==> src/rtl/rv32i_types.sv <==
// Shared RV32I encodings used across pipeline stages.
// Load and store width fields of funct3.
package rv32i_types;

  typedef enum logic [2:0] {
    F3_LB  = 3'b000,
    F3_LH  = 3'b001,
    F3_LW  = 3'b010,
    F3_LBU = 3'b100,
    F3_LHU = 3'b101
  } load_funct3_t;

  typedef enum logic [2:0] {
    F3_SB = 3'b000,
    F3_SH = 3'b001,
    F3_SW = 3'b010
  } store_funct3_t;

endpackage

==> src/rtl/mem_stage_pkg.sv <==
// Constants and decode helpers for the memory-access stage.
// Helpers are pure functions of funct3 and the low address bits.
package mem_stage_pkg;
  import rv32i_types::*;

  localparam int XLEN = 32;

  function automatic logic isLegalLoad(input logic [2:0] funct3);
    logic legal;
    legal = 1'b0;
    case (funct3)
      F3_LB, F3_LH, F3_LW, F3_LBU, F3_LHU: legal = 1'b1;
      default: legal = 1'b0;
    endcase
    return legal;
  endfunction

  function automatic logic isLegalStore(input logic [2:0] funct3);
    logic legal;
    legal = 1'b0;
    case (funct3)
      F3_SB, F3_SH, F3_SW: legal = 1'b1;
      default: legal = 1'b0;
    endcase
    return legal;
  endfunction

  // For every legal load/store encoding funct3[1:0] gives the access size.
  function automatic logic accessMisaligned(input logic [2:0] funct3,
                                            input logic [1:0] addrLow);
    logic mis;
    mis = 1'b0;
    case (funct3[1:0])
      2'b01:   mis = addrLow[0];
      2'b10:   mis = |addrLow;
      default: mis = 1'b0;
    endcase
    return mis;
  endfunction

  function automatic logic [3:0] storeMask(input logic [2:0] funct3,
                                           input logic [1:0] addrLow);
    logic [3:0] mask;
    mask = 4'b0000;
    case (funct3)
      F3_SB:   mask = 4'b0001 << addrLow;
      F3_SH:   mask = 4'b0011 << addrLow;
      F3_SW:   mask = 4'b1111;
      default: mask = 4'b0000;
    endcase
    return mask;
  endfunction

  function automatic logic [XLEN-1:0] storeData(input logic [2:0] funct3,
                                                input logic [1:0] addrLow,
                                                input logic [XLEN-1:0] rs2);
    logic [XLEN-1:0] data;
    data = '0;
    case (funct3)
      F3_SB, F3_SH: data = rs2 << {addrLow, 3'b000};
      F3_SW:        data = rs2;
      default:      data = '0;
    endcase
    return data;
  endfunction

endpackage

==> src/rtl/mem_stage_if.sv <==
// Bundle of EX/MEM inputs, data-memory bus and MEM/WB results.
// master is the memory stage's view, slave is the pipeline/memory side.
interface mem_stage_if;
  import mem_stage_pkg::*;

  logic            valid_in;
  logic            mem_read;
  logic            mem_write;
  logic [2:0]      funct3;
  logic [XLEN-1:0] alu_out;
  logic [XLEN-1:0] rs2_out;
  logic            advance;
  logic [XLEN-1:0] data_rdata;
  logic            data_resp;
  logic            data_read;
  logic            data_write;
  logic [3:0]      data_mbe;
  logic [XLEN-1:0] data_addr;
  logic [XLEN-1:0] data_wdata;
  logic            mem_stall;
  logic [XLEN-1:0] load_data;
  logic            misaligned;

  modport master (
    input  valid_in, mem_read, mem_write, funct3, alu_out, rs2_out,
           advance, data_rdata, data_resp,
    output data_read, data_write, data_mbe, data_addr, data_wdata,
           mem_stall, load_data, misaligned
  );

  modport slave (
    output valid_in, mem_read, mem_write, funct3, alu_out, rs2_out,
           advance, data_rdata, data_resp,
    input  data_read, data_write, data_mbe, data_addr, data_wdata,
           mem_stall, load_data, misaligned
  );

endinterface

==> src/rtl/mem_stage_load_format.sv <==
// Extracts the addressed byte/half/word from a read word and extends it.
module mem_load_format
  import rv32i_types::*;
  import mem_stage_pkg::*;
(
  input  logic [2:0]      i_funct3,
  input  logic [1:0]      i_addrLow,
  input  logic [XLEN-1:0] i_rdata,
  output logic [XLEN-1:0] o_loadData
);

  logic [XLEN-1:0] w_shifted;
  logic [7:0]      w_byte;
  logic [15:0]     w_half;

  // Move the addressed lane down to bit 0 before extension.
  assign w_shifted = i_rdata >> {i_addrLow, 3'b000};
  assign w_byte    = w_shifted[7:0];
  assign w_half    = w_shifted[15:0];

  always_comb begin
    o_loadData = '0;
    case (i_funct3)
      F3_LB:   o_loadData = {{24{w_byte[7]}}, w_byte};
      F3_LH:   o_loadData = {{16{w_half[15]}}, w_half};
      F3_LW:   o_loadData = i_rdata;
      F3_LBU:  o_loadData = {24'd0, w_byte};
      F3_LHU:  o_loadData = {16'd0, w_half};
      default: o_loadData = '0;
    endcase
  end

endmodule

==> src/rtl/mem_stage.sv <==
// RV32I memory-access stage: issues one data-memory request per load/store,
// stalls until the response, and holds the formatted load result for MEM/WB.
module mem_stage
  import mem_stage_pkg::*;
(
  input  logic        clk,
  input  logic        rst,
  mem_stage_if.master io_bus
);

  typedef enum logic [1:0] {
    ST_IDLE = 2'd0,
    ST_BUSY = 2'd1,
    ST_DONE = 2'd2
  } state_t;

  state_t          r_state;
  logic            r_read;
  logic            r_write;
  logic [3:0]      r_mbe;
  logic [XLEN-1:0] r_addr;
  logic [XLEN-1:0] r_wdata;
  logic [XLEN-1:0] r_loadData;
  logic [2:0]      r_funct3;
  logic [1:0]      r_addrLow;

  logic            w_isLoad;
  logic            w_isStore;
  logic            w_legal;
  logic            w_misAccess;
  logic            w_accept;
  logic [XLEN-1:0] w_loadFmt;

  // A load wins when both mem_read and mem_write are set.
  assign w_isLoad    = io_bus.valid_in & io_bus.mem_read;
  assign w_isStore   = io_bus.valid_in & io_bus.mem_write & ~io_bus.mem_read;
  assign w_legal     = w_isLoad  ? isLegalLoad(io_bus.funct3) :
                       w_isStore ? isLegalStore(io_bus.funct3) : 1'b0;
  assign w_misAccess = w_legal & accessMisaligned(io_bus.funct3, io_bus.alu_out[1:0]);
  assign w_accept    = w_legal & ~w_misAccess;

  mem_load_format u_loadFormat (
    .i_funct3   (r_funct3),
    .i_addrLow  (r_addrLow),
    .i_rdata    (io_bus.data_rdata),
    .o_loadData (w_loadFmt)
  );

  always_ff @(posedge clk or posedge rst) begin
    if (rst) begin
      r_state    <= ST_IDLE;
      r_read     <= 1'b0;
      r_write    <= 1'b0;
      r_mbe      <= 4'b0000;
      r_addr     <= '0;
      r_wdata    <= '0;
      r_loadData <= '0;
      r_funct3   <= 3'b000;
      r_addrLow  <= 2'b00;
    end else begin
      case (r_state)
        ST_IDLE: begin
          if (w_accept) begin
            r_state   <= ST_BUSY;
            r_read    <= w_isLoad;
            r_write   <= w_isStore;
            r_addr    <= {io_bus.alu_out[XLEN-1:2], 2'b00};
            r_mbe     <= w_isStore ? storeMask(io_bus.funct3, io_bus.alu_out[1:0]) : 4'b0000;
            r_wdata   <= w_isStore ?
                         storeData(io_bus.funct3, io_bus.alu_out[1:0], io_bus.rs2_out) : '0;
            r_funct3  <= io_bus.funct3;
            r_addrLow <= io_bus.alu_out[1:0];
          end
        end
        ST_BUSY: begin
          if (io_bus.data_resp) begin
            r_state <= ST_DONE;
            r_read  <= 1'b0;
            r_write <= 1'b0;
            if (r_read) begin
              r_loadData <= w_loadFmt;
            end
          end
        end
        ST_DONE: begin
          if (io_bus.advance) begin
            r_state <= ST_IDLE;
          end
        end
        default: begin
          r_state <= ST_IDLE;
          r_read  <= 1'b0;
          r_write <= 1'b0;
        end
      endcase
    end
  end

  assign io_bus.data_read  = r_read;
  assign io_bus.data_write = r_write;
  assign io_bus.data_mbe   = r_mbe;
  assign io_bus.data_addr  = r_addr;
  assign io_bus.data_wdata = r_wdata;
  assign io_bus.load_data  = r_loadData;
  assign io_bus.mem_stall  = ((r_state == ST_IDLE) & w_accept) | (r_state == ST_BUSY);
  assign io_bus.misaligned = (r_state == ST_IDLE) & w_misAccess;

endmodule
==> src/flat_wrapper.sv <==
// flat-port wrapper written by rule: the top's interface ports become plain ports
module mem_stage_flat import mem_stage_pkg::*;
  (clk, rst, io_bus_valid_in, io_bus_mem_read, io_bus_mem_write, io_bus_funct3, io_bus_alu_out, io_bus_rs2_out, io_bus_advance, io_bus_data_rdata, io_bus_data_resp, io_bus_data_read, io_bus_data_write, io_bus_data_mbe, io_bus_data_addr, io_bus_data_wdata, io_bus_mem_stall, io_bus_load_data, io_bus_misaligned);
  mem_stage_if io_bus_i ();
  input  logic clk;
  input  logic rst;
  input wire logic [$bits(io_bus_i.valid_in)-1:0] io_bus_valid_in;
  input wire logic [$bits(io_bus_i.mem_read)-1:0] io_bus_mem_read;
  input wire logic [$bits(io_bus_i.mem_write)-1:0] io_bus_mem_write;
  input wire logic [$bits(io_bus_i.funct3)-1:0] io_bus_funct3;
  input wire logic [$bits(io_bus_i.alu_out)-1:0] io_bus_alu_out;
  input wire logic [$bits(io_bus_i.rs2_out)-1:0] io_bus_rs2_out;
  input wire logic [$bits(io_bus_i.advance)-1:0] io_bus_advance;
  input wire logic [$bits(io_bus_i.data_rdata)-1:0] io_bus_data_rdata;
  input wire logic [$bits(io_bus_i.data_resp)-1:0] io_bus_data_resp;
  output wire logic [$bits(io_bus_i.data_read)-1:0] io_bus_data_read;
  output wire logic [$bits(io_bus_i.data_write)-1:0] io_bus_data_write;
  output wire logic [$bits(io_bus_i.data_mbe)-1:0] io_bus_data_mbe;
  output wire logic [$bits(io_bus_i.data_addr)-1:0] io_bus_data_addr;
  output wire logic [$bits(io_bus_i.data_wdata)-1:0] io_bus_data_wdata;
  output wire logic [$bits(io_bus_i.mem_stall)-1:0] io_bus_mem_stall;
  output wire logic [$bits(io_bus_i.load_data)-1:0] io_bus_load_data;
  output wire logic [$bits(io_bus_i.misaligned)-1:0] io_bus_misaligned;
  assign io_bus_i.valid_in = io_bus_valid_in;
  assign io_bus_i.mem_read = io_bus_mem_read;
  assign io_bus_i.mem_write = io_bus_mem_write;
  assign io_bus_i.funct3 = io_bus_funct3;
  assign io_bus_i.alu_out = io_bus_alu_out;
  assign io_bus_i.rs2_out = io_bus_rs2_out;
  assign io_bus_i.advance = io_bus_advance;
  assign io_bus_i.data_rdata = io_bus_data_rdata;
  assign io_bus_i.data_resp = io_bus_data_resp;
  assign io_bus_data_read = io_bus_i.data_read;
  assign io_bus_data_write = io_bus_i.data_write;
  assign io_bus_data_mbe = io_bus_i.data_mbe;
  assign io_bus_data_addr = io_bus_i.data_addr;
  assign io_bus_data_wdata = io_bus_i.data_wdata;
  assign io_bus_mem_stall = io_bus_i.mem_stall;
  assign io_bus_load_data = io_bus_i.load_data;
  assign io_bus_misaligned = io_bus_i.misaligned;
  mem_stage u_core (.clk(clk), .rst(rst), .io_bus(io_bus_i));
endmodule
==> config.mk <==
export PLATFORM = sky130hd
export DESIGN_NAME = mem_stage_flat
export DESIGN_NICKNAME = d
export VERILOG_FILES = /design/src/rtl/rv32i_types.sv /design/src/rtl/mem_stage_pkg.sv /design/src/rtl/mem_stage_if.sv /design/src/rtl/mem_stage_load_format.sv /design/src/rtl/mem_stage.sv /design/src/flat_wrapper.sv
export SDC_FILE = /design/constraint.sdc
export NUM_CORES = 1
export LEC_CHECK = 0
export BUFFER_PORTS_ARGS = -buffer_cell sky130_fd_sc_hd__buf_2
export CAP_MARGIN = 20
export CORE_ASPECT_RATIO = 1.75
export CORE_MARGIN = 2
export CORE_UTILIZATION = 55
export CTS_CLUSTER_DIAMETER = 120
export DETAILED_ROUTE_END_ITERATION = 12
export GPL_TIMING_DRIVEN = 0
export PLACE_DENSITY_LB_ADDON = 0.25
export SYNTH_ARGS = -nofsm -noshare
export SYNTH_HDL_FRONTEND = slang
export SYNTH_HIERARCHICAL = 1
export SYNTH_SLANG_ARGS = --single-unit
==> constraint.sdc <==
create_clock -name clk -period 4.8 [get_ports clk]
set_clock_uncertainty 0.05 [all_clocks]
set_input_delay 0.48 -clock clk [delete_from_list [all_inputs] [get_ports clk]]
set_output_delay 0.48 -clock clk [all_outputs]
set_load 0.1 [all_outputs]
==> impl_results.rst, run 1 <==
.. list-table::
   :header-rows: 1

   * - Metric
     - Value
   * - Post-route DRC violation count
     - 0
   * - Post-layout nets
     - 814
   * - Post-CTS repair timing setup buffer count
     - 0
   * - Unrepaired setup endpoints after global routing
     - false
   * - Cts bufs inserted
     - 9
   * - Setup-violating endpoint count in the final report
     - 0
   * - Number of hold-repair buffers added at the cts stage
     - 0
   * - Overall Power
     - 5.50 mW
   * - Count of antenna-violating nets left after detailed routing
     - 0
   * - Maximum clock rate
     - 0.342 GHz
   * - Vias post-DR
     - 5022
   * - Post-placement cell area
     - 7220 sq um
   * - Setup_tns
     - 0 ns
   * - Average cell area after synthesis
     - 12.4 sq um
   * - Measured slew at the worst slew-check pin
     - 0.575 ns
   * - Clock H-tree levels
     - 3
   * - Number of DRC markers in iteration 0
     - 259
   * - Clock tree from TritonCTS
     - yes
   * - Shortest clock period the worst path allows after layout
     - 2.92 ns
   * - Area delta synth->final
     - 25.7%
   * - Width of the die
     - 82.9 um
   * - Wire length of the first global-routing pass
     - 27000 um
   * - Detail-routed net length per standard cell
     - 20.8 um
   * - Fin. max-slew vios
     - 0
   * - Startpoint class of the critical path
     - input pin
   * - Share of flip-flops with an asynchronous set or reset after synthesis
     - 1.00
   * - Clock sinks
     - 107
   * - Worst voltage drop across the vdd grid
     - 0.782 mV
   * - Count of port buffers added during placement
     - 207
   * - Pin count of the biggest net entering global routing
     - 69
   * - Slew Limit Headroom
     - 0.614
   * - Number of distinct standard cells referenced by the synthesized netlist
     - 58
   * - Data arrival, critical path
     - 2.39 ns
   * - Max-cap violations
     - 0
   * - Flip-flop and latch count after synthesis
     - 107
   * - Die Footprint
     - 11800 sq um
   * - Number of vias per cell
     - 5.98
   * - Top library cells by usage in the layout, fill and taps aside
     - buf_2 (220), dfrtp_1 (107), mux2_2 (35), mux2_4 (31), nand2_1 (28)
   * - Yosys Warn Count
     - 6
   * - Number of search-and-repair iterations in the first detailed-routing pass
     - 5
   * - Filler cell count in the final layout
     - 840
   * - Status
     - finished, final reports clean
   * - Power per cell area
     - 730 nW/um^2
   * - Synthesized area
     - 5990 sq um
   * - Ant. Diodes
     - 0
   * - Routability congestion estimate from global placement
     - 0.961
   * - GR Util All Layers
     - 0.293
   * - Number of endpoints with negative hold slack in the final report
     - 0
   * - Clock latency at the later pin of the worst-skew pair
     - 0.34 ns
   * - Standard-cell rows
     - 50
   * - Post-detail-place hpwl
     - 13800 um
   * - Antenna violations before repair
     - 0
   * - Critical Path Fanout Max
     - 10
   * - Data required, critical path
     - 4.27 ns
   * - Grt ovf
     - 0
   * - Worst hold path class
     - in2async
   * - Post-route core utilization
     - 0.708
   * - EDFF count, synth
     - 0
   * - Commonest non-fill, non-tap cell in the layout
     - buf_2
   * - Post-CTS resize count
     - 0
   * - Clock slew at the register clock pins of the worst setup and hold paths
     - 0.08 ns
   * - Post-synthesis instance total
     - 485
   * - Die height
     - 142 um
   * - Root buffer cell
     - clkbuf_16
   * - Share of the cycle needed by the critical path after routing
     - 0.609
   * - Core Footprint
     - 10600 sq um
   * - Most used flip-flop cell after synthesis
     - dfrtp_1
   * - Static Leak
     - 3.77 nW
   * - Post-route cell area
     - 7530 sq um
   * - Worst setup path category
     - in2out
   * - Starting density of the core
     - 0.563
   * - Kind of end point of the critical path
     - output port
   * - Post-synthesis sequential area ratio
     - 0.447
   * - Final hold slack
     - 0.131 ns
   * - Vias in the first global route
     - 5175
   * - Wirelength, routed
     - 17500 um
   * - Number of ports placed on the die boundary
     - 210
   * - Clock Tree Buf Depth
     - 2
   * - Fraction of layout instances using a drive strength above 1
     - 0.493
-- area by class of cell --
type                    count  area [sq um]  share of cell area
well taps                 130           163              0.0216
clock inverters             7          82.6              0.0110
inverters                  16          62.6             0.00831
clock buffers               9           225              0.0299
plain buffers              40           327              0.0434
multi-input cells         323          2930               0.389
repair buffers            208          1060               0.141
flip-flops and latches    107          2680               0.355
-- synth_stat cells, drive strengths merged (2+ instances only) --
library cell / number / area share
mux2: 68 / 0.15
nor3b: 5 / 0.0098
ha: 3 / 0.0063
nand2: 28 / 0.018
mux4: 5 / 0.019
nand3: 3 / 0.0046
nor2: 4 / 0.0025
o2bb2ai: 18 / 0.036
a211oi: 9 / 0.011
a32o: 4 / 0.0067
a211o: 7 / 0.010
nand3b: 23 / 0.029
clkbuf: 8 / 0.0050
inv: 15 / 0.0094
a22oi: 4 / 0.0050
dfrtp: 107 / 0.45
mux2i: 23 / 0.038
and2: 2 / 0.0025
nor2b: 15 / 0.017
and4bb: 2 / 0.0042
nor3: 10 / 0.0092
a32oi: 8 / 0.012
o311ai: 4 / 0.0058
a221oi: 8 / 0.012
nand2b: 7 / 0.0073
a31oi: 8 / 0.0084
a22o: 13 / 0.019
o21ai: 22 / 0.018
a21o: 3 / 0.0038
a21oi: 5 / 0.0042
buf: 32 / 0.049
-- stage by stage --
| stage | worst slack, ns | std cells |
|---|---|---|
| 4_1_cts | 1.86 | 840 |
| 3_5_place_dp | 1.87 | 824 |
| 2_1_floorplan | 1.45 | 486 |
| 3_3_place_gp | 0.373 | 823 |
| 6_report | 1.88 | 840 |
| 5_1_grt | 1.75 | 840 |
-- metal layers --
layer / wire, um / part of all wire / global-route usage
met2: 9590 / 0.55 / 0.544
met5: 0 / 0 / 0
met4: 1060 / 0.061 / 0.172
met3: 1020 / 0.058 / 0.0534
met1: 5830 / 0.33 / 0.306
-- worst max-delay path: stages --
cell and delay (ns):
buf_2 0.11, inv_1 0.06, ha_1 0.31, o211ai_2 0.24, nand3_4 0.14, nand2b_1 0.17
buf_2 0.18, buf_4 0.21, nand2_1 0.07, buf_2 0.42
-- report_power, final --
| group | switching (mW) | total, mW | internal [mW] |
|---|---|---|---|
| Combinational | 2.62 | 3.39 | 0.771 |
| Sequential | 0.162 | 1.34 | 1.18 |
| Clock | 0.351 | 0.767 | 0.415 |
| Total | 3.13 | 5.50 | 2.37 |
-- logic make-up (layout without fill, tap and decap cells) --
kind of cell             Yosys count  count (layout)  synth area share
AO/OA/AOI/OAI                    119             119             0.168
adder cells (fa/ha/maj)            3               3           0.00627
buffers and inverters             56             280            0.0645
flip-flops                       107             107             0.447
multiplexers                      96              96             0.205
other                              1               2          0.000626
AND/OR/NAND/NOR                  103             103             0.109
-- sequential cells by signal (all words and copies together), names as in the netlist --
signal / count
u_core/io_bus.load_data: 32
u_core/io_bus.data_read: 1
u_core/io_bus.data_wdata: 32
u_core/r_addrLow: 2
u_core/io_bus.data_write: 1
u_core/io_bus.data_addr: 30
u_core/r_state: 2
u_core/io_bus.data_mbe: 4
u_core/r_funct3: 3
-- final timing paths --
path / end / cells after the start / slack, ns / from
setup / recovery: io_bus_mem_stall / 10 / 1.88 / io_bus_funct3[0]
setup reg to reg: u_core/io_bus.load_data[21] / 6 / 2.88 / u_core/r_funct3[0]
max in group asynchronous: u_core/io_bus.load_data[2] / 3 / 3.85 / rst
min in group clk: u_core/io_bus.data_addr[5] / 2 / 0.31 / io_bus_alu_out[5]
hold / removal: u_core/io_bus.data_addr[17] / 2 / 0.13 / rst
hold reg to reg: u_core/io_bus.data_mbe[0] / 1 / 0.43 / u_core/io_bus.data_mbe[0]
No activity file was read; power rests on OpenSTA's default activity.
==> run 2, diff against run 1 <==
Settings changed: CORE_UTILIZATION 55 to 51.
Clock period 4.8 ns to 2.9 ns, I/O delays scaled along.
==> impl_results.rst, run 2 (synthesis gave the netlist of run 1 again) <==
.. list-table::
   :header-rows: 1

   * - Metric
     - Value
   * - Routability congestion estimate from global placement
     - 1.03 (+7.1%)
   * - Setup Slack @ Placement
     - 0.363 ns (-1.51 ns)
   * - Number of endpoints with negative hold slack in the final report
     - 0 (unchanged)
   * - Slew Limit Headroom
     - 0.467 (-0.147)
   * - Count of port buffers added during placement
     - 207 (unchanged)
   * - Maximum clock rate
     - 0.394 GHz
   * - Vias post-DR
     - 4928 (-1.9%)
   * - Antenna violations before repair
     - 0 (unchanged)
   * - Die Footprint
     - 12700 sq um (+7.5%)
   * - Top library cells by usage in the layout, fill and taps aside
     - buf_2 (220), dfrtp_1 (107), mux2_2 (35), mux2_4 (31), nand2_1 (28)
   * - Clock Tree Buf Depth
     - 2 (unchanged)
   * - Number of hold-repair buffers added at the cts stage
     - 0 (unchanged)
   * - Clock tree from TritonCTS
     - yes
   * - Post-placement cell area
     - 7240 sq um (+0.28%)
   * - Worst path most repeated cell
     - buf_2
   * - Fraction of layout instances using a drive strength above 1
     - 0.494 (+0.000713)
   * - Setup slack of the critical path after layout
     - 0.363 ns (-1.51 ns)
   * - Core Footprint
     - 11500 sq um (+8.3%)
   * - Commonest non-fill, non-tap cell in the layout
     - buf_2
   * - Starting density of the core
     - 0.520 (-0.0431)
   * - Number of standard cells in the final layout excluding fillers
     - 846 (+0.71%)
   * - Wirelength, routed
     - 18200 um (+4.2%)
   * - Proportion of power drawn by flip-flops and latches
     - 0.241 (-0.003)
   * - Data required, critical path
     - 2.56 ns (-1.71 ns)
   * - Kind of end point of the critical path
     - output port
   * - Post-layout nets
     - 815 (+0.12%)
   * - Number of cells in the design after placement
     - 830 (+0.73%)
   * - Post-detail-place hpwl
     - 14400 um (+3.9%)
   * - Area delta synth->final
     - 26.5%
   * - Post-route DRC violation count
     - 0 (unchanged)
   * - Final hold slack
     - 0.0365 ns (-0.0941 ns)
   * - Critical Path Fanout Max
     - 10 (unchanged)
   * - Standard-cell rows
     - 52 (+4.0%)
   * - Clock H-tree levels
     - 3 (unchanged)
   * - R2R Path Start
     - u_core/r_funct3[0]
   * - Share of the cycle needed by the critical path after routing
     - 0.875
   * - Part of the total power dissipated in combinational logic
     - 0.611 (-0.005)
   * - Setup-violating endpoint count in the final report
     - 0 (unchanged)
   * - Crit path cell chain
     - nor2_1 > nand3_4 > nand2b_1 > buf_2 > buf_4 > nand2_1 > buf_2
   * - Measured slew at the worst slew-check pin
     - 0.798 ns (+0.223 ns)
   * - FF-to-FF setup slack
     - 0.96 ns (-1.92 ns)
   * - GR Util All Layers
     - 0.285 (-0.00857)
   * - Delay-heaviest family, CP
     - buffers and inverters
   * - Vias in the first global route
     - 5284 (+2.1%)
   * - WP buf/inv
     - 3 (-2)
   * - Ant. Diodes
     - 0 (unchanged)
   * - Clock sinks
     - 107 (unchanged)
   * - Status
     - finished, final reports clean
   * - Wire length of the first global-routing pass
     - 27600 um (+2.3%)
   * - Number of vias per cell
     - 5.83 (-2.6%)
   * - Static Leak
     - 3.77 nW (+0.17%)
   * - Clock slew at the register clock pins of the worst setup and hold paths
     - 0.08 ns (about the same)
   * - Pin count of the biggest net entering global routing
     - 42 (-39%)
   * - Peak per-stage delay on the critical path
     - 0.42 ns (about the same)
   * - Width of the die
     - 85.9 um (+3.7%)
   * - Number of ports placed on the die boundary
     - 210 (unchanged)
   * - Unrepaired setup endpoints after global routing
     - false
   * - Fin. max-slew vios
     - 0 (unchanged)
   * - Overall Power
     - 9.22 mW (+68%)
   * - Die height
     - 147 um (+3.7%)
   * - Area occupied by multi-input gates
     - 2930 sq um (unchanged)
   * - Max stage delay cell, worst path
     - buf_2
   * - Number of DRC markers in iteration 0
     - 187 (-28%)
   * - Clock latency at the later pin of the worst-skew pair
     - 0.33 ns (about the same)
   * - End of the worst register-to-register path
     - u_core/io_bus.load_data[18]
   * - Worst voltage drop across the vdd grid
     - 0.600 mV (-23%)
   * - Number of search-and-repair iterations in the first detailed-routing pass
     - 4 (-1)
   * - Net switching fraction of the power
     - 0.564 (-0.00569)
   * - Post-CTS repair timing setup buffer count
     - 0 (unchanged)
   * - Startpoint class of the critical path
     - flip-flop
   * - Root buffer cell
     - clkbuf_16
   * - Grt ovf
     - 0 (unchanged)
   * - Sequential standard cell area
     - 2680 sq um (unchanged)
   * - Max-cap violations
     - 0 (unchanged)
   * - Power per cell area
     - 1220 nW/um^2 (+67%)
   * - Internal Pwr Total
     - 4.02 mW (+70%)
   * - Cts bufs inserted
     - 9 (unchanged)
   * - Worst-case reg-to-reg path depth
     - 6 (unchanged)
   * - Setup_tns
     - 0 ns (unchanged)
   * - Post-CTS resize count
     - 0 (unchanged)
   * - Count of antenna-violating nets left after detailed routing
     - 0 (unchanged)
   * - Worst hold path class
     - in2async
   * - Post-route cell area
     - 7580 sq um (+0.60%)
   * - Clock share of power
     - 0.148 (+0.009)
   * - Detail-routed net length per standard cell
     - 21.5 um (+3.4%)
   * - Worst setup path category
     - reg2out
   * - Data arrival, critical path
     - 2.20 ns (-0.19 ns)
   * - Shortest clock period the worst path allows after layout
     - 2.54 ns
   * - Post-route core utilization
     - 0.658 (-0.0503)
   * - Psw
     - 5.20 mW (+66%)
   * - Filler cell count in the final layout
     - 926 (+10%)
## run 2: changes by cell type in the layout (fill, tap and decap cells not counted), sizes merged
cell	before	now
clkinv	4	2
inv	18	16
clkbuf	17	18
bufinv	1	2
clkinvlp	0	2
buf	240	241
## run 2: worst register-to-register path: stages, from the launching register on
cell and delay (ns):
dfrtp_1 0.35, buf_2 0.22, mux2_2 0.38, o221ai_4 0.28
buf_6 0.18, o21ai_1 0.10, mux2_2 0.27
## run 2: area by class of cell
| type | instances | area share |
|---|---|---|
| plain buffers | 40 | 0.0431 |
| well taps | 135 | 0.0223 |
| clock inverters | 6 | 0.0124 |
| flip-flops and latches | 107 | 0.353 |
| inverters | 16 | 0.00842 |
| clock buffers | 10 | 0.0315 |
| multi-input cells | 323 | 0.387 |
| repair buffers | 209 | 0.142 |
## run 2: power groups by stage
stage / sequential [mW] / combinational [mW] / clock, mW
6_report: 2.22 / 5.63 / 1.37
5_1_grt: 2.28 / 5.81 / 1.45
4_1_cts: 2.22 / 5.64 / 1.40
3_5_place_dp: 2.25 / 5.63 / 0
3_3_place_gp: 2.22 / 5.57 / 0
2_1_floorplan: 5.39 / 1.49 / 0
## run 2: per-layer routing
layer,vias to the layer above,global-route usage,wire length (um)
li1,2253,-,-
met1,2422,0.285,6220
met2,204,0.547,10200
met3,49,0.0391,857
met4,0,0.152,994
met5,-,0,0
## run 2: worst max-delay path by stage
| stage | start | end | slack (ns) | cells past startpoint |
|---|---|---|---|---|
| final | u_core/r_state[0] | io_bus_mem_stall | 0.36 | 7 |
| after global routing | u_core/r_state[0] | io_bus_mem_stall | 0.22 | 7 |
| after CTS | u_core/r_state[0] | io_bus_mem_stall | 0.32 | 7 |
| after detailed placement | io_bus_funct3[1] | io_bus_mem_stall | 0.36 | 11 |
| after global placement | io_bus_funct3[1] | io_bus_mem_stall | 0.40 | 11 |
| after floorplan | io_bus_funct3[1] | io_bus_mem_stall | 0.45 | 9 |
==> run 3, diff against run 2 <==
Settings changed: ABC_AREA set to 1, CORE_UTILIZATION 51 to 50.
==> impl_results.rst, run 3 <==
.. list-table::
   :header-rows: 1

   * - Metric
     - Value
   * - Power per cell area
     - 1090 nW/um^2 (-10%)
   * - Clock slew at the register clock pins of the worst setup and hold paths
     - 0.08 ns (about the same)
   * - Kind of end point of the critical path
     - output port
   * - Worst setup path category
     - in2out
   * - Post-synthesis sequential area ratio
     - 0.460 (+0.0133)
   * - Peak per-stage delay on the critical path
     - 0.43 ns (about the same)
   * - Number of search-and-repair iterations in the first detailed-routing pass
     - 5 (+1)
   * - Worst hold path class
     - in2async
   * - Shortest clock period the worst path allows after layout
     - 2.51 ns (-0.0255 ns)
   * - Flip-flop and latch count after synthesis
     - 107 (unchanged)
   * - Number of distinct standard cells referenced by the synthesized netlist
     - 32 (-45%)
   * - Critical Path Fanout Max
     - 10 (unchanged)
   * - Post-synthesis instance total
     - 749 (+54%)
   * - Wirelength, routed
     - 17400 um (-4.5%)
   * - Worst-case reg-to-reg path depth
     - 5 (-1)
   * - Post-CTS repair timing setup buffer count
     - 0 (unchanged)
   * - Measured slew at the worst slew-check pin
     - 0.801 ns (+0.00336 ns)
   * - Area delta synth->final
     - 26.5% (about the same)
   * - Number of endpoints with negative hold slack in the final report
     - 0 (unchanged)
   * - Top library cells by usage in the layout, fill and taps aside
     - nand2_1 (342), buf_2 (226), dfrtp_1 (107), nand3_1 (43), inv_1 (43)
   * - Number of DRC markers in iteration 0
     - 243 (+30%)
   * - Clock tree from TritonCTS
     - yes
   * - Maximum clock rate
     - 0.398 GHz (+1.0%)
   * - Post-detail-place hpwl
     - 13900 um (-3.5%)
   * - Grt ovf
     - 0 (unchanged)
   * - Area share of the leading cell type in the synthesized netlist
     - 0.460 (+0.0133)
   * - Number of hold-repair buffers added at the cts stage
     - 0 (unchanged)
   * - Setup_tns
     - 0 ns (unchanged)
   * - Most used flip-flop cell after synthesis
     - dfrtp_1
   * - Number of standard cells in the final layout excluding fillers
     - 1109 (+31%)
   * - Cell type with the highest aggregate area in the netlist
     - dfrtp_1
   * - Library cell with the highest instance count after synthesis
     - nand2_1
   * - Static Leak
     - 4.40 nW (+17%)
   * - Clock Tree Buf Depth
     - 2 (unchanged)
   * - Data required, critical path
     - 2.56 ns (about the same)
   * - Cells taking the most area after synthesis
     - dfrtp_1 (46%), nand2_1 (22%), mux2_2 (6.2%), nand3_1 (3.7%), o21ai_0 (3.4%)
   * - Commonest non-fill, non-tap cell in the layout
     - nand2_1
   * - Die Footprint
     - 12600 sq um (-0.90%)
   * - Routability congestion estimate from global placement
     - 0.972 (-5.5%)
   * - Setup-violating endpoint count in the final report
     - 0 (unchanged)
   * - Data arrival, critical path
     - 2.17 ns (-0.03 ns)
   * - Pin count of the biggest net entering global routing
     - 43 (+2.4%)
   * - Post-route DRC violation count
     - 0 (unchanged)
   * - Vias post-DR
     - 5804 (+18%)
   * - GR Util All Layers
     - 0.277 (-0.00755)
   * - Standard-cell rows
     - 52 (unchanged)
   * - Number of cells in the design after placement
     - 1093 (+32%)
   * - Synthesized area
     - 5820 sq um (-2.9%)
   * - Clock latency at the later pin of the worst-skew pair
     - 0.34 ns (about the same)
   * - Status
     - finished, final reports clean
   * - Setup slack of the critical path after layout
     - 0.389 ns (+0.0255 ns)
   * - Cts bufs inserted
     - 9 (unchanged)
   * - Post-CTS resize count
     - 0 (unchanged)
   * - Number of vias per cell
     - 5.23 (-10%)
   * - Slew Limit Headroom
     - 0.465 (-0.00225)
   * - Detail-routed net length per standard cell
     - 15.7 um (-27%)
   * - Yosys Warn Count
     - 6 (unchanged)
   * - Root buffer cell
     - clkbuf_16
   * - Startpoint class of the critical path
     - input pin
   * - Clock H-tree levels
     - 3 (unchanged)
   * - Vias in the first global route
     - 5646 (+6.9%)
   * - Synth cell count leaders
     - nand2_1 (342), dfrtp_1 (107), inv_1 (44), nand3_1 (43), o21ai_0 (39)
   * - Post-route core utilization
     - 0.643 (-0.0153)
   * - Fraction of layout instances using a drive strength above 1
     - 0.335 (-0.159)
   * - Clock sinks
     - 107 (unchanged)
   * - Worst voltage drop across the vdd grid
     - 0.963 mV (+61%)
   * - EDFF count, synth
     - 0 (unchanged)
   * - Antenna violations before repair
     - 0 (unchanged)
   * - Ant. Diodes
     - 0 (unchanged)
   * - Share of the cycle needed by the critical path after routing
     - 0.866 (-0.00878)
   * - Starting density of the core
     - 0.508 (-0.0121)
   * - Max stage delay cell, worst path
     - buf_2
   * - Count of antenna-violating nets left after detailed routing
     - 0 (unchanged)
   * - Width of the die
     - 85.6 um (-0.45%)
   * - Average cell area after synthesis
     - 7.77 sq um (-37%)
   * - Die height
     - 147 um (-0.46%)
   * - Fin. max-slew vios
     - 0 (unchanged)
   * - Post-layout nets
     - 1078 (+32%)
   * - Core Footprint
     - 11500 sq um (-0.56%)
   * - Number of ports placed on the die boundary
     - 210 (unchanged)
   * - Unrepaired setup endpoints after global routing
     - false
   * - Crit path cell chain
     - buf_2 > inv_1 > ha_1 > nand2_2 > nand3_1 > nand2_1 > nand2_2 > nand3_4 > buf_4 > buf_6 > nand2_1 > buf_2
   * - Share of flip-flops with an asynchronous set or reset after synthesis
     - 1.00 (unchanged)
   * - Max-cap violations
     - 0 (unchanged)
   * - Wire length of the first global-routing pass
     - 27300 um (-1.1%)
   * - Count of port buffers added during placement
     - 206 (-0.48%)
   * - Setup Slack @ Placement
     - 0.409 ns (+0.0467 ns)
## run 3: changes by cell type in the layout (fill, tap and decap cells not counted), sizes merged, moves of 9 or more
cell     delta
mux2i      -23
o21ai      +28
nor2       +22
a22o       -13
mux2       -36
a211oi      -9
o2bb2ai    -18
inv        +38
nand2     +321
nand3b     -23
nand3      +54
nor2b      -15
## run 3: worst paths after layout
kind	startpoint	end	slack [ns]
min	rst	u_core/io_bus.load_data[22]	0.02
min reg2reg	u_core/io_bus.data_mbe[0]	u_core/io_bus.data_mbe[0]	0.42
max in group asynchronous	rst	u_core/io_bus.data_mbe[2]	2.10
min in group clk	io_bus_alu_out[23]	u_core/io_bus.data_addr[23]	0.08
max	io_bus_funct3[1]	io_bus_mem_stall	0.39
max reg2reg	u_core/r_state[1]	u_core/io_bus.data_wdata[6]	1.16
## run 3: cell type report
type	count	area, sq um
clock inverters	7	67.6
well taps	135	169
clock buffers	9	225
plain buffers	37	246
fillers	1074	4090
flip-flops and latches	107	2680
inverters	52	204
repair buffers	208	1070
multi-input cells	554	2700
## run 3: metrics by stage
step	power (mW)	cell area [sq um]	hold slack [ns]
after floorplan	6.00	5830	0.349
after global placement	6.81	7030	0.401
after detailed placement	6.86	7070	0.408
after CTS	8.08	7360	0.0467
after global routing	8.41	7360	0.0789
final	8.04	7360	0.0243
## run 3: where the power goes
group          switching (mW)  total, mW  internal [mW]  leakage, nW
clock network           0.609       1.21          0.605        0.145
logic                    3.83       4.74          0.912         2.83
registers               0.213       2.09           1.88         1.43
total                    4.65       8.04           3.39         4.40
## run 3: kinds of logic after synthesis
logic type / Yosys count / synth area share
buf+inv: 89 / 0.0768
simple gates: 441 / 0.322
fa+ha+maj: 3 / 0.00645
flops: 107 / 0.460
mux: 32 / 0.0619
compound gates: 76 / 0.0720
other cells: 1 / 0.000644
## run 3: metal layers
metal / part of all wire / vias up / track usage
met5: 0 / - / 0
met4: 0.064 / 0 / 0.180
met3: 0.053 / 70 / 0.0404
met2: 0.54 / 234 / 0.508
met1: 0.34 / 2668 / 0.284
li1: - / 2832 / -
## run 3: critical path: cells and delay by family
kind | cells | cell delay [ns]
adders and majority gates | 1 | 0.21
and+or+nand+nor | 6 | 0.65
buffers and inverters | 5 | 1.01
